<file path="src/rtl/conc_capture_pkg.sv">
// conc_capture_pkg
// Shared constants and entry layout for the concolic response capture block.
// Optional feature macro: CONC_CAPTURE_TS_EN (entries carry a cycle timestamp).
// Entry layout: {ts, data} with data at DATA_LSB and the timestamp directly above it.
package conc_capture_pkg;

  localparam int unsigned DEF_DATA_W = 6;
  localparam int unsigned DEF_CNT_W  = 32;

  localparam int unsigned DATA_LSB = 0;
  localparam int unsigned TS_LSB   = DATA_LSB + DEF_DATA_W;

`ifdef CONC_CAPTURE_TS_EN
  typedef struct packed {
    logic [DEF_CNT_W-1:0]  ts;
    logic [DEF_DATA_W-1:0] data;
  } entry_t;
`else
  typedef struct packed {
    logic [DEF_DATA_W-1:0] data;
  } entry_t;
`endif

  // Width of one buffer entry for the given data/counter widths.
  function automatic int unsigned entry_w(input int unsigned data_w, input int unsigned cnt_w);
`ifdef CONC_CAPTURE_TS_EN
    return data_w + cnt_w;
`else
    if (cnt_w == 0) return data_w;
    return data_w;
`endif
  endfunction

endpackage

</file>
<file path="src/rtl/conc_capture_fifo.sv">
// conc_capture_fifo
// First-word fall-through circular buffer with an explicit occupancy counter.
// A push into a full buffer is accepted only when a pop happens on the same edge.
// Ports:
//   clock, reset_n   rising-edge clock, async active-low reset
//   i_clr            synchronous clear of pointers and level (priority over push/pop)
//   i_push, i_wdata  write request and data
//   i_pop            read request (ignored while empty)
//   o_valid, o_rdata buffer non-empty, oldest entry (zero while empty)
//   o_level          number of stored entries
//   o_accept         the push on this edge is accepted
module conc_capture_fifo #(
  parameter int unsigned W     = 6,
  parameter int unsigned DEPTH = 16
) (
  input  logic                       clock,
  input  logic                       reset_n,
  input  logic                       i_clr,
  input  logic                       i_push,
  input  logic [W-1:0]               i_wdata,
  input  logic                       i_pop,
  output logic                       o_valid,
  output logic [W-1:0]               o_rdata,
  output logic [$clog2(DEPTH):0]     o_level,
  output logic                       o_accept
);

  localparam int unsigned AW = $clog2(DEPTH);
  localparam int unsigned LW = AW + 1;

  logic [W-1:0]  r_mem [DEPTH];
  logic [AW-1:0] r_wr_ptr;
  logic [AW-1:0] r_rd_ptr;
  logic [LW-1:0] r_level;

  logic w_pop;
  logic w_full;
  logic w_push;

  always_comb begin
    o_valid  = (r_level != '0);
    w_pop    = o_valid & i_pop;
    w_full   = (r_level == LW'(DEPTH));
    w_push   = i_push & (~w_full | w_pop);
    o_accept = w_push;
    o_level  = r_level;
    o_rdata  = o_valid ? r_mem[r_rd_ptr] : '0;
  end

  always_ff @(posedge clock or negedge reset_n) begin
    if (!reset_n) begin
      r_wr_ptr <= '0;
      r_rd_ptr <= '0;
      r_level  <= '0;
    end else if (i_clr) begin
      r_wr_ptr <= '0;
      r_rd_ptr <= '0;
      r_level  <= '0;
    end else begin
      if (w_push) r_wr_ptr <= r_wr_ptr + AW'(1);
      if (w_pop)  r_rd_ptr <= r_rd_ptr + AW'(1);
      case ({w_push, w_pop})
        2'b10:   r_level <= r_level + LW'(1);
        2'b01:   r_level <= r_level - LW'(1);
        default: r_level <= r_level;
      endcase
    end
  end

  // Storage has no reset; contents are only observed through o_rdata while valid.
  always_ff @(posedge clock) begin
    if (w_push && !i_clr) r_mem[r_wr_ptr] <= i_wdata;
  end

endmodule

</file>
<file path="src/rtl/conc_resp_capture.sv">
// conc_resp_capture
// Samples a DUT output vector on enabled clock edges into a circular trace buffer,
// optionally storing only changes, and drains it through a valid/ready port.
// Optional feature macro: CONC_CAPTURE_TS_EN (adds rd_ts, entries hold {cyc, dut_out}).
// Ports:
//   clock, reset_n    rising-edge clock, async active-low reset
//   cap_en            sample on this edge
//   clr               synchronous clear of buffer, counters and flags
//   dut_out           sampled vector
//   rd_valid/rd_ready read handshake; rd_data (and rd_ts) hold the oldest entry
//   level             stored entries
//   overflow          sticky: a sample was dropped
//   cyc               enabled-cycle counter
module conc_resp_capture
  import conc_capture_pkg::*;
#(
  parameter int unsigned DATA_W      = DEF_DATA_W,
  parameter int unsigned DEPTH       = 16,
  parameter int unsigned CNT_W       = DEF_CNT_W,
  parameter bit          CHANGE_ONLY = 1'b1
) (
  input  logic                    clock,
  input  logic                    reset_n,
  input  logic                    cap_en,
  input  logic                    clr,
  input  logic [DATA_W-1:0]       dut_out,
  output logic                    rd_valid,
  input  logic                    rd_ready,
  output logic [DATA_W-1:0]       rd_data,
`ifdef CONC_CAPTURE_TS_EN
  output logic [CNT_W-1:0]        rd_ts,
`endif
  output logic [$clog2(DEPTH):0]  level,
  output logic                    overflow,
  output logic [CNT_W-1:0]        cyc
);

  localparam int unsigned ENTRY_W = entry_w(DATA_W, CNT_W);

  logic [CNT_W-1:0]   r_cyc;
  logic [DATA_W-1:0]  r_last;
  logic               r_last_vld;
  logic               r_ovf;

  logic               w_store;
  logic               w_accept;
  logic [ENTRY_W-1:0] w_wdata;
  logic [ENTRY_W-1:0] w_rdata;

  always_comb begin
    w_store = cap_en & (~CHANGE_ONLY | ~r_last_vld | (dut_out != r_last));
`ifdef CONC_CAPTURE_TS_EN
    w_wdata = {r_cyc, dut_out};
    rd_ts   = w_rdata[DATA_LSB + DATA_W +: CNT_W];
`else
    w_wdata = dut_out;
`endif
    rd_data  = w_rdata[DATA_LSB +: DATA_W];
    overflow = r_ovf;
    cyc      = r_cyc;
  end

  conc_capture_fifo #(
    .W     (ENTRY_W),
    .DEPTH (DEPTH)
  ) u_fifo (
    .clock    (clock),
    .reset_n  (reset_n),
    .i_clr    (clr),
    .i_push   (w_store & ~clr),
    .i_wdata  (w_wdata),
    .i_pop    (rd_ready),
    .o_valid  (rd_valid),
    .o_rdata  (w_rdata),
    .o_level  (level),
    .o_accept (w_accept)
  );

  // A dropped sample still becomes the reference value, so a single change
  // raises overflow at most once.
  always_ff @(posedge clock or negedge reset_n) begin
    if (!reset_n) begin
      r_cyc      <= '0;
      r_last     <= '0;
      r_last_vld <= 1'b0;
      r_ovf      <= 1'b0;
    end else if (clr) begin
      r_cyc      <= '0;
      r_last_vld <= 1'b0;
      r_ovf      <= 1'b0;
    end else begin
      if (cap_en) r_cyc <= r_cyc + CNT_W'(1);
      if (w_store) begin
        r_last     <= dut_out;
        r_last_vld <= 1'b1;
        if (!w_accept) r_ovf <= 1'b1;
      end
    end
  end

endmodule

</file>
<file path="config.mk">
export PLATFORM = sky130hd
export DESIGN_NAME = conc_resp_capture
export DESIGN_NICKNAME = d
export VERILOG_FILES = /design/src/rtl/conc_capture_pkg.sv /design/src/rtl/conc_capture_fifo.sv /design/src/rtl/conc_resp_capture.sv
export SDC_FILE = /design/constraint.sdc
export NUM_CORES = 1
export LEC_CHECK = 0
export ABC_AREA = 1
export BUFFER_PORTS_ARGS = -buffer_cell sky130_fd_sc_hd__buf_4
export CAP_MARGIN = 20
export CORE_UTILIZATION = 60
export DETAILED_ROUTE_END_ITERATION = 12
export PLACE_DENSITY = 0.8
export SLEW_MARGIN = 0
export SYNTH_ARGS = -nofsm -noshare
export SYNTH_HDL_FRONTEND = slang
export SYNTH_HIERARCHICAL = 1
export SYNTH_SLANG_ARGS = --single-unit
</file>
<file path="constraint.sdc">
create_clock -name clock -period 3.1 [get_ports clock]
set_input_delay 0.62 -clock clock [delete_from_list [all_inputs] [get_ports clock]]
set_output_delay 0.62 -clock clock [all_outputs]
set_load 0.05 [all_outputs]
</file>
## After elaboration in Yosys (flattened, before gate mapping)

Memory sizes are Yosys's and may differ from the RTL's.
Cells that the tools add are included.

- Flip-flop bits (word level): 53
- Bits in latches: 0
- RAM bits: 96
- ROM bits: 0
- Input port bits: 11
- Output and inout bits: 45
- Memories kept: 1

- Add/subtract/negate cells: 5
- $mul: 0
- Div/mod/pow operators: 0
- $lt $le $gt $ge: 0
- Eq/ne operators: 5
- Shift operators: 0
- Muxes and demuxes: 16
- Bitwise gates (word level): 9
- Reductions and logical operators: 10

Memory list:

| name | depth | bits a word | read ports | clocked after memory_dff | wr ports | line | RTL |
|---|---|---|---|---|---|---|---|
| u_fifo.r_mem | 16 | 6 | 1 | 0 | 1 | conc_capture_fifo.sv:31 | `logic [W-1:0] r_mem [DEPTH];` |

Operators by type and width:

| operator | count |
|---|---|
| $mux W32 | 2 |
| $add A32 B1 Y32 const B | 1 |
| $mux W4 | 4 |
| $pmux W5 S2 | 1 |
| $add A4 B1 Y4 const B | 2 |
| $reduce_bool A2 Y1 | 4 |
| $mux W1 | 7 |
| $mux W6 | 1 |
| $ne A6 B6 Y1 | 1 |
| $add A5 B1 Y5 const B | 1 |
| $eq A5 B5 Y1 const B | 1 |
| $mux W5 | 1 |
| $reduce_bool A5 Y1 | 1 |
| $sub A5 B1 Y5 const B | 1 |
| $and A1 B1 Y1 | 4 |
| $reduce_and A2 Y1 | 2 |
| $not A1 Y1 | 3 |
| $reduce_bool A3 Y1 | 1 |
| $eq A2 B1 Y1 const B | 1 |
| $eq A2 B2 Y1 const B | 1 |
| $ne A2 B2 Y1 const B | 1 |
| $or A1 B1 Y1 | 2 |
| $logic_and A1 B1 Y1 | 1 |
| $logic_not A1 Y1 | 1 |

## Logic depth before layout (Yosys ltp)

- Depth after elaboration: 8
- Gate-level depth with buffers: 21

## By module

The synthesis kept the hierarchy.

Modules (own cells, without submodules):

| module | times used | cells an instance | area each (µm²) | seq. area each (µm²) |
|---|---|---|---|---|
| conc_capture_fifo | 1 | 449 | 4855.9 | 3208.1 |
| conc_resp_capture | 1 | 339 | 2446.1 | 1001.0 |

## Worst setup path after synthesis

No wires, ideal clock.

- Path type: input-to-reg
- From: in dut_out[1]
- To: reg u_fifo.r_level[4], in the netlist u_fifo/o_level[4]
- Arrival time: 2541 ps
- Required time: 2981 ps
- Slack: 441 ps
- Stages on the path: 19
- Path buffers: 0
- Cells stage by stage: inv_1 nand2_1 nand2_1 inv_1 nand2_1 nor2_1 nand2_2 nand3_1 inv_1 inv_1 nand3_2 fa_1 nand3b_1 nand3_1 nand2_1 nand2_1 nand2_1 nand2_1 nand2_1

- Cells in the longest elaborated chain, start to end: 8
- Elaborated cells on any way between the ends: 10

RTL lines:

| element | line | RTL |
|---|---|---|
| from (decl) | conc_resp_capture.sv:26 | `input logic [DATA_W-1:0] dut_out,` |
| $ne A6 B6 Y1 (*) | conc_resp_capture.sv:51 | `w_store = cap_en & (~CHANGE_ONLY \| ~r_last_vld \| (dut_out != r_last));` |
| $or A1 B1 Y1 (*) | conc_resp_capture.sv:51 |  |
| $and A1 B1 Y1 (*) | conc_resp_capture.sv:51 |  |
| $and A1 B1 Y1 (*) | conc_resp_capture.sv:70 | `.i_push (w_store & ~clr),` |
| $and A1 B1 Y1 (*) | conc_capture_fifo.sv:44 | `w_push = i_push & (~w_full \| w_pop);` |
| $eq A2 B1 Y1 / $eq A2 B2 Y1 (equally long branches) | conc_capture_fifo.sv:62 | `case ({w_push, w_pop})` |
| $pmux W5 S2 | conc_capture_fifo.sv:62 |  |
| $mux W5 | conc_capture_fifo.sv:55 | `end else if (i_clr) begin` |
| to (signal assigned) | conc_capture_fifo.sv:63 | `2'b10: r_level <= r_level + LW'(1);` |
| to (signal assigned) | conc_capture_fifo.sv:64 | `2'b01: r_level <= r_level - LW'(1);` |
| to (signal assigned) | conc_capture_fifo.sv:65 | `default: r_level <= r_level;` |
| to (decl) | conc_capture_fifo.sv:34 | `logic [LW-1:0] r_level;` |

Every way passes the cells marked *; elsewhere a longest branch is shown, timed or not.
A chain may end at the register's enable or synchronous reset.

## Worst setup path in the final report

- From: reg u_fifo.r_rd_ptr[2]
- To: out rd_data[3]

- Cells in the longest elaborated chain, start to end: 2

RTL lines:

| element | line | RTL |
|---|---|---|
| from (decl) | conc_capture_fifo.sv:33 | `logic [AW-1:0] r_rd_ptr;` |
| from (signal assigned) | conc_capture_fifo.sv:61 | `if (w_pop) r_rd_ptr <= r_rd_ptr + AW'(1);` |
| $mem_v2 Z16 W6 | n/a |  |
| $mux W6 | conc_capture_fifo.sv:47 | `o_rdata = o_valid ? r_mem[r_rd_ptr] : '0;` |
| to (decl) | conc_resp_capture.sv:29 | `output logic [DATA_W-1:0] rd_data,` |

No other way between the ends.

==> results.txt <==
Routed WL per cell: 17.8 um
synthesized area per cell: 9.27 um2
die area: 12,600 um2
final hold violation count: 0
pre-CTS setup slack: 0.134 ns
Reg2Reg Setup Slack: 0.53 ns
initial antenna violation count: 0
Pwr Density: 706 nW/um2
first-pass GRT wire length: 28.9 mm
clk buf depth: 2
Power Total: 6.00 mW
# rows: 39
critical path arrival: 2.38 ns
Worst-Skew Late Latency: 0.43 ns
H-tree lvl count: 4
number of post-CTS setup repair buffers: 0
DR DRC count: 1
RD Place Congestion: 0.850
final setup violating endpoints: 0
Cell Area, Synth: 7300 um2
max incr delay on CP: 0.60 ns
clock root buffer: clkbuf_16
Static Leakage: 3.73 nW
Slowest cell on crit path: dfrtp_1
number of global-route vias before repair: 5,657
Mapped Nets: 809
Yosys Warn Count: 6
maximum vdd drop: 624 uV
Synth Flop Type: edfxtp_1
part of the cycle the worst path needs: 0.967
WP data required: 2.48 ns
layout cells sized above 1: 0.168
clock skew: 0.00979 ns
PnR worst setup slack: 0.104 ns
hpwl dp: 11.7 mm
Worst-Margin Slew: 0.735 ns
dominant cell type by area after synthesis: edfxtp_1
CTS tree: done
# fillers: 836
layout net count: 871
clock sink count: 149
via count: 5,824
Cells after Synth: 788
FF+latch count, synth: 149
Synth async-reset ratio: 0.356
Die W: 112 um
max-slew violation count: 0
CP bufs+invs: 2
Final min period: 3.00 ns
Ant. Diodes: 0
Most common cell on crit path: nand2_1
crit path max fanout: 15
Crit. End Element: output port
Pre-antenna DRT Iters: 11
delay-heaviest family, CP: buffers and inverters
global route total overflow: 0
Layout area overhead: 16.4%
post-CTS sizing: 0
Worst-path clk slew: 0.06 ns
fin util: 0.732
Crit Path Class: flip-flop to output port
final setup TNS: 0 ns
I/O Pins: 56
Detail Route Antenna Nets: 0
Max-cap violations: 0
GRT Total Usage: 0.303
critical-path cell list: inv_1 > nand3_1 > nand2_1 > nand2_1 > a21oi_1 > buf_4
CTS Buf Count: 17
outcome: finished, violations left
Initial Util: 0.629
Die Span Y: 112 um
drt initial violations: 639
EDFF count, synth: 96
largest net degree at the start of global routing: 54
Core Region: 11,600 um2
post-detailed-routing wire length: 17.9 mm
Yosys cell types: 40
RSZ-0062 raised after global routing: no
Synth area leaders: edfxtp_1, dfrtp_1, nand2_1
Slew HR: 0.510
CTS Hold Bufs: 0
fmax: 334 MHz
share of the synthesized area in the top cell type: 0.395
startpoint class of the critical path: flip-flop
vias per cell: 5.79
Tightest Hold Check Type: primary input to asynchronous set/reset pin
failing checks: design-rule violations
Seq/Total Area, Yosys: 0.576
IO buf count: 55
==> worst register-to-register path, delay by kind of cell (launching register included) <==
kind,cells,cell delay [ns]
buf+inv,3,0.31
simple gates,14,1.31
flops,1,0.38
fa+ha+maj,1,0.46
==> final timing paths <==
| kind | end | cells past startpoint | from |
|---|---|---|---|
| min in group clock | r_last[3] | 2 | r_last[3] |
| worst min-delay path | cyc[17] | 1 | reset_n |
| max in group asynchronous | r_last[0] | 1 | reset_n |
| worst max register to register | u_fifo/o_level[4] | 18 | r_last[3] |
| worst max-delay path | rd_data[3] | 6 | u_fifo/r_rd_ptr[2] |
| worst min register to register | r_last[3] | 2 | r_last[3] |
==> layer usage <==
metal,GRT usage,vias up,part of all wire
met5,0,-,0
met2,0.507,281,0.50
met4,0.132,0,0.026
met3,0.0664,43,0.074
met1,0.382,2764,0.40
li1,-,2736,-
==> area by class of cell <==
class                   count  area [um2]  area share
clock buffers              20         437      0.0514
clock inverters            12         203      0.0239
inverters                  69         262      0.0308
multi-input cells         544        2680       0.315
flip-flops and latches    149        4210       0.495
well taps                 143         179      0.0211
repair buffers             69         531      0.0624
==> report_power, final <==
group,switching (mW),total (mW),internal [mW],leakage (nW)
combinational,1.08,1.51,0.428,1.84
clock,0.809,2.24,1.43,0.298
sequential,0.0823,2.25,2.17,1.59
==> cell families after synthesis <==
logic type	synth area share
and+or+nand+nor	0.305
AOI/OAI and AO/OA	0.0367
DFF	0.576
adders and majority gates	0.0182
xor gates and xnor gates	0.00720
buffers and inverters	0.0569
==> per-stage QoR <==
| step | hold slack (ns) | cell area [um2] | instances |
|---|---|---|---|
| after floorplan | 0.324 | 7300 | 788 |
| after global placement | 0.459 | 7860 | 974 |
| after detailed placement | 0.465 | 7860 | 974 |
| after CTS | 0.273 | 8500 | 1006 |
| after global routing | 0.303 | 8500 | 1006 |
| final | 0.254 | 8500 | 1006 |
==> flip-flops by register name, indices dropped and copies added, names as in the netlist <==
| name | cells |
|---|---|
| cyc | 32 |
| overflow | 1 |
| r_last | 6 |
| r_last_vld | 1 |
| u_fifo/o_level | 5 |
| u_fifo/r_mem | 96 |
| u_fifo/r_rd_ptr | 4 |
| u_fifo/r_wr_ptr | 4 |
==> cells in the mapped netlist (4+ instances only) <==
master	instances
nand2_1	246
nand3_1	115
edfxtp_1	96
nor2_1	65
inv_1	62
dfrtp_1	53
a21oi_1	29
buf_2	14
nand4_1	11
nor2_4	11
o21ai_0	10
ha_1	9
nor2_2	9
nand2_2	7
inv_2	6
buf_4	4
clkbuf_1	4
==> cell usage in the layout (no fill, tap or decap), drive strengths merged <==
master / instances
nand2: 255
fa: 1
xor2: 3
clkbuf: 20
ha: 9
nor3b: 1
nand3: 120
or2: 1
nand4: 11
o21ai: 13
nor3: 2
buf: 69
a21oi: 30
o21bai: 1
o221ai: 1
nand3b: 2
o31ai: 2
xnor2: 3
nor2: 86
clkinv: 3
bufinv: 5
clkinvlp: 3
edfxtp: 96
dfrtp: 53
and2: 2
inv: 70
a31oi: 1
No activity file was read; power rests on OpenSTA's default activity.
